<file path="config.mk">
export PLATFORM = sky130hd
export DESIGN_NAME = reg_bank_arbiter
export DESIGN_NICKNAME = d
export VERILOG_FILES = /design/src/rtl/reg_bank_arbiter.sv
export SDC_FILE = /design/constraint.sdc
export NUM_CORES = 1
export LEC_CHECK = 0
export CORE_UTILIZATION = 45
export DETAILED_ROUTE_END_ITERATION = 10
export HOLD_SLACK_MARGIN = 0.02
export PLACE_DENSITY = 0.79
export SETUP_SLACK_MARGIN = 0.5
export SYNTH_ARGS = -nofsm -noshare
export SYNTH_HDL_FRONTEND = slang
export SYNTH_SLANG_ARGS = --single-unit
</file>
<file path="constraint.sdc">
create_clock -name clk -period 2.11 [get_ports clk]
set_input_delay 0.633 -clock clk [delete_from_list [all_inputs] [get_ports clk]]
set_output_delay 0.633 -clock clk [all_outputs]
set_load 0.01 [all_outputs]
</file>
<file path="src/rtl/reg_bank_arbiter.sv">
// reg_bank_arbiter: round-robin arbiter and write sequencer for one shared
// W-bit register. NREQ requesters compete for write access. The block grants
// one requester per transaction, loads its data into the register and
// acknowledges it. After each write it idles for HOLD cycles so the new value
// can settle before the next grant.
//
// Ports:
//   clk     in   rising-edge clock
//   rst_n   in   asynchronous reset, active low
//   req     in   [NREQ]    level request, one bit per requester
//   wdata   in   [NREQ*W]  requester data, slice i = wdata[i*W +: W]
//   clr     in   synchronous clear of q / q_valid
//   ack     out  [NREQ]    one-hot write acknowledge, one cycle wide
//   q       out  [W]       shared register value
//   q_valid out            register holds written data
//   owner   out  [PW]      index of the last requester granted
//   busy    out            high whenever the FSM is not idle
module reg_bank_arbiter #(
  parameter int unsigned W    = 5,
  parameter int unsigned NREQ = 4,
  parameter int unsigned HOLD = 2
) (
  input  logic                       clk,
  input  logic                       rst_n,
  input  logic [NREQ-1:0]            req,
  input  logic [NREQ*W-1:0]          wdata,
  input  logic                       clr,
  output logic [NREQ-1:0]            ack,
  output logic [W-1:0]               q,
  output logic                       q_valid,
  output logic [$clog2(NREQ)-1:0]    owner,
  output logic                       busy
);

  localparam int unsigned PW = $clog2(NREQ);
  localparam int unsigned CW = 4;

  // Counter reload; only meaningful when HOLD > 0.
  localparam logic [CW-1:0] HOLD_INIT = (HOLD > 0) ? CW'(HOLD - 1) : '0;
  localparam logic [PW-1:0] LAST_REQ  = PW'(NREQ - 1);

  localparam logic [1:0] ST_IDLE  = 2'd0;
  localparam logic [1:0] ST_WRITE = 2'd1;
  localparam logic [1:0] ST_HOLD  = 2'd2;

  logic [1:0]      state;
  logic [1:0]      state_next;
  logic [CW-1:0]   cnt;
  logic [CW-1:0]   cnt_next;
  logic [PW-1:0]   ptr;
  logic [PW-1:0]   winner;
  logic            found;
  logic [NREQ-1:0] ack_next;
  logic [W-1:0]    wsel;

  // Round-robin search: first set request at or after ptr, wrapping mod NREQ.
  always_comb begin
    int unsigned idx;
    logic [PW-1:0] idx_w;
    found  = 1'b0;
    winner = '0;
    idx    = 0;
    idx_w  = '0;
    for (int k = 0; k < NREQ; k++) begin
      idx = int'(ptr) + k;
      if (idx >= NREQ) idx = idx - NREQ;
      idx_w = PW'(idx);
      if (!found && req[idx_w]) begin
        found  = 1'b1;
        winner = idx_w;
      end
    end
  end

  // Data slice of the current owner, sampled only at the WRITE closing edge.
  always_comb begin
    wsel = '0;
    for (int i = 0; i < NREQ; i++) begin
      if (owner == PW'(i)) wsel = wdata[i*W +: W];
    end
  end

  // Next-state logic; ack_next is the one-hot grant loaded on IDLE->WRITE.
  always_comb begin
    state_next = state;
    cnt_next   = cnt;
    ack_next   = '0;
    case (state)
      ST_IDLE: begin
        if (found) begin
          state_next = ST_WRITE;
          for (int i = 0; i < NREQ; i++) begin
            ack_next[i] = (winner == PW'(i));
          end
        end
      end
      ST_WRITE: begin
        if (HOLD > 0) begin
          state_next = ST_HOLD;
          cnt_next   = HOLD_INIT;
        end else begin
          state_next = ST_IDLE;
        end
      end
      ST_HOLD: begin
        if (cnt == '0) begin
          state_next = ST_IDLE;
        end else begin
          cnt_next = cnt - CW'(1);
        end
      end
      default: begin
        state_next = ST_IDLE;
        cnt_next   = '0;
      end
    endcase
  end

  // FSM state register.
  always_ff @(posedge clk or negedge rst_n) begin
    if (!rst_n) begin
      state <= ST_IDLE;
      cnt   <= '0;
    end else begin
      state <= state_next;
      cnt   <= cnt_next;
    end
  end

  // Grant bookkeeping and registered status outputs.
  always_ff @(posedge clk or negedge rst_n) begin
    if (!rst_n) begin
      owner <= '0;
      ptr   <= '0;
      ack   <= '0;
      busy  <= 1'b0;
    end else begin
      ack  <= ack_next;
      busy <= (state_next != ST_IDLE);
      if (state == ST_IDLE && found) begin
        owner <= winner;
      end
      // The just-served requester drops to lowest priority.
      if (state == ST_WRITE) begin
        ptr <= (owner == LAST_REQ) ? '0 : owner + PW'(1);
      end
    end
  end

  // Shared register; clr overrides a coincident load.
  always_ff @(posedge clk or negedge rst_n) begin
    if (!rst_n) begin
      q       <= '0;
      q_valid <= 1'b0;
    end else if (clr) begin
      q       <= '0;
      q_valid <= 1'b0;
    end else if (state == ST_WRITE) begin
      q       <= wsel;
      q_valid <= 1'b1;
    end
  end

endmodule

</file>
==> results summary <==
The number of flops mapped to enable cells by yosys came out at 0. The DRC violation count after routing came out at 0. In this run the horizontal extent of the chip is 54.10 um. The number of buffers on the longest clock path came out at 2. Leaving out fill and tap cells, the most frequent cell in the layout is clkdlybuf4s50_1. The routed length per placed instance came out at 15.41 um.

Once the floorplan was initialized, standard cells occupied 48.41% of the core. Wires add up to roughly 3200 um. In this run the critical register-to-register path is captured at q[0].

The core area is 2522 sq um. The overall die area is 2926 sq um. The via count of the first global-routing pass was around 1,200. The final count of pins violating max slew came out at 0. The data arrival at the endpoint of the critical path is around 1800 ps.

The final hold violation count came out at 0. The data required time at the worst endpoint came out at 2330 ps. After detailed routing, the number of vias per cell comes to 5.440.

The number of cells on the worst reg-to-reg path is 7. The distinct cell type count of the synthesized netlist is 33. The number of nets still failing antenna checks after routing is 0.

The number of failing setup endpoints in the final timing report came out at 0. The post-route setup TNS came out at 0 ps. The H-tree level count came out at 1.

The minimum setup slack among reg-to-reg paths is 500 ps. The register area is 526.8 sq um. The first global-routing pass estimated 4919 um of wire. The all-layer global routing usage is 23.94%. The reported max-cap violation count came out at 0. The cell leakage power came out at 0.7949 nW.

The post-layout worst setup margin came out at 497.4 ps. The nature of the critical path startpoint is a flop. The global-route congestion overflow total came out at 0. Entering global routing, the biggest net connects 22 pins. Power comes to 2.306 mW. Measured along the y axis, the die boundary spans 54.10 um. CTS saw 21 sinks. The proportion of synthesized chip area in sequential cells is 43.03%. The final critical-path share of the clock period came out at 76.43%. The timing startpoint of the critical path is owner[0]. The placed wire-length estimate after detailed placement came out at 2334 um. The synthesized area per cell came out at roughly 9.2 sq um. For this block, the initial DRC count from the detailed router was 11. The placement row count is 18. Leaving out fill and tap cells, the most frequent cells in the layout are clkdlybuf4s50_1 (22), dfrtp_1 (20), nor2_1 (18), nand2_1 (14), clkdlybuf4s15_1 (11). In the final design database the tool counted ~220 nets. The largest incremental delay on the critical path is about 430 ps.

The worst slack after detailed placement came out at -38.56 ps. During I/O placement, the number of pins put on the boundary was 40. The biggest fanout along the worst timing path came out at 5. The end-of-flow core utilization is 70.83%. The async set-reset flop share out of synthesis came out at 100.0%.

The run finished with clean final reports. The synthesized netlist occupies a cell area of 1221 sq um. The clock slew seen by the registers of the worst setup and hold paths came out at 110 ps.

The cell area power density is 1291 nW/um^2. The tightest min-delay check is of the reg -> reg type. The area taken by multi-input logic gates is 740.7 sq um.

The count of synthesis-stage warnings from yosys is 0. The post-synthesis cell count came out at 133. The number of standard cells in the layout, taps in and fillers out is 209. TritonCTS built the clock tree.

The final route contains 1,137 vias. The number of inserted filler cells in the final layout is 200. Following the worst setup path forward leads to its endpoint at q[0]. The peak ir drop on the vdd network came out at 0.0009680 V.

The slew at the pin closest to its max-slew limit came out at 360.6 ps. The flip-flop and latch count after synthesis came out at 21. Buffers placed on the I/O ports in this run total 39. Between clock sinks in the finished design, the worst skew comes to 0.6875 ps. The nature of the critical path endpoint is a flop. The kind of critical path is reg -> reg.

The cell count after placement came out at 202. The antenna diode instance count is 0. The area added between synthesis and finish came out at 46.31%.

Walking the worst path, the cells encountered are buf_6 > inv_4 > ha_4 > nor2b_4 > a221oi_1 > o311a_1 > nor3_2. In the synthesized netlist the dominant register cell turns out to be dfrtp_1. The share of layout cells above drive strength 1 is around a fifth. The number of optimization iterations in the first detailed-route pass came out at 4.

The net count of the mapped netlist came out at 170. Subtracting the final worst setup slack from the clock period gives 1613 ps. Among all stages on the critical path, the largest delay is contributed by dfrtp_2. The number of CTS-inserted buffers is 3. In this run the critical register-to-register path is launched from owner[0]. The initial antenna violation count is 0. Static timing analysis puts the maximum clock frequency at 0.6201 GHz. The master cell of the clock root buffer is clkbuf_4. The final weighted congestion in routability-driven placement came out at between 0.7 and 0.8. Setup repair after global routing could not meet its margin everywhere. Clock latency on the worst-skew pair, taken at its later pin, is 290 ps. The relative max-transition margin came out at 75.96%.
[power by group]
group / internal (mW) / switching [mW]
clock: 0.0735 / 0.113
combinational: 0.664 / 0.761
sequential: 0.574 / 0.121
total: 1.31 / 0.995
[critical path, delay by kind of cell (launching register included)]
family          cells  cell delay (ps)
simple gates        2              360
flops               1              430
compound gates      2              410
buf+inv             2              210
fa+ha+maj           1              130
[synth_stat cells (2+ instances only)]
| cell type | instances | area, sq um |
|---|---|---|
| dfrtp_1 | 21 | 525.5 |
| nor2_1 | 18 | 67.56 |
| nand2_1 | 14 | 52.55 |
| ha_1 | 10 | 125.1 |
| o21ai_0 | 9 | 45.04 |
| inv_1 | 8 | 30.03 |
| nor3_1 | 6 | 30.03 |
| a21oi_1 | 5 | 25.02 |
| nor2b_1 | 5 | 31.28 |
| a221oi_1 | 4 | 35.03 |
| o311a_1 | 4 | 40.04 |
| nand2b_1 | 3 | 18.77 |
| a21o_1 | 2 | 15.01 |
| clkbuf_1 | 2 | 7.510 |
| mux2_2 | 2 | 22.52 |
| nand3_1 | 2 | 10.01 |
| nor3b_1 | 2 | 15.01 |
[worst min path at each step]
stage	from	end	slack (ps)	cells after the start
floorplan	rst_n	ack[0]	340	0
global placement	q_valid	q_valid	480	2
detailed placement	q_valid	q_valid	490	2
CTS	q_valid	q_valid	520	2
global route	q_valid	q_valid	530	2
finish	q_valid	q_valid	520	2
[state kept, by name, indices dropped and copies added (netlist names)]
name	cells
ack	4
busy	1
cnt	4
owner	2
ptr	2
q	5
q_valid	1
state	2
[layer usage]
layer | vias up | share of wire, % | GRT usage, %
li1 | 560 | - | -
met3 | 2 | 6.0 | 4.520
met2 | 29 | 52 | 47.94
met1 | 546 | 42 | 24.74
met5 | - | 0 | 0
met4 | 0 | 0.37 | 6.410
[through the flow]
stage	hold WS [ps]	area, sq um
final	515.7	1787
after CTS	519.9	1730
after detailed placement	493.8	1657
after floorplan	337.4	1221
after global placement	477.8	1657
after global routing	530.4	1787
[layout make-up]
| class | count | area share, % |
|---|---|---|
| Multi-Input combinational cell | 101 | 41.46 |
| Sequential cell | 21 | 29.48 |
| Timing Repair Buffer | 45 | 23.53 |
| Tap cell | 30 | 2.101 |
| Inverter | 8 | 1.961 |
| Clock buffer | 4 | 1.471 |
[cell families (layout without fill, tap and decap cells)]
kind of cell / Yosys count / in the layout / synth area share (%)
AND/OR/NAND/NOR: 58 / 58 / 23.36
AO/OA/AOI/OAI: 31 / 31 / 17.83
flip-flops: 21 / 21 / 43.03
buffers and inverters: 11 / 57 / 3.689
adder cells (fa/ha/maj): 10 / 10 / 10.25
multiplexers: 2 / 2 / 1.844
[what timing repair did]
item	4_1_cts	5_1_grt
endpoints found under the hold margin	0	0
endpoints found under the setup margin	29	21
hold buffers	0	0
pin swaps	7	7
setup buffers	3	0
resized for setup	33	24
(Power assumes the default switching activity.)
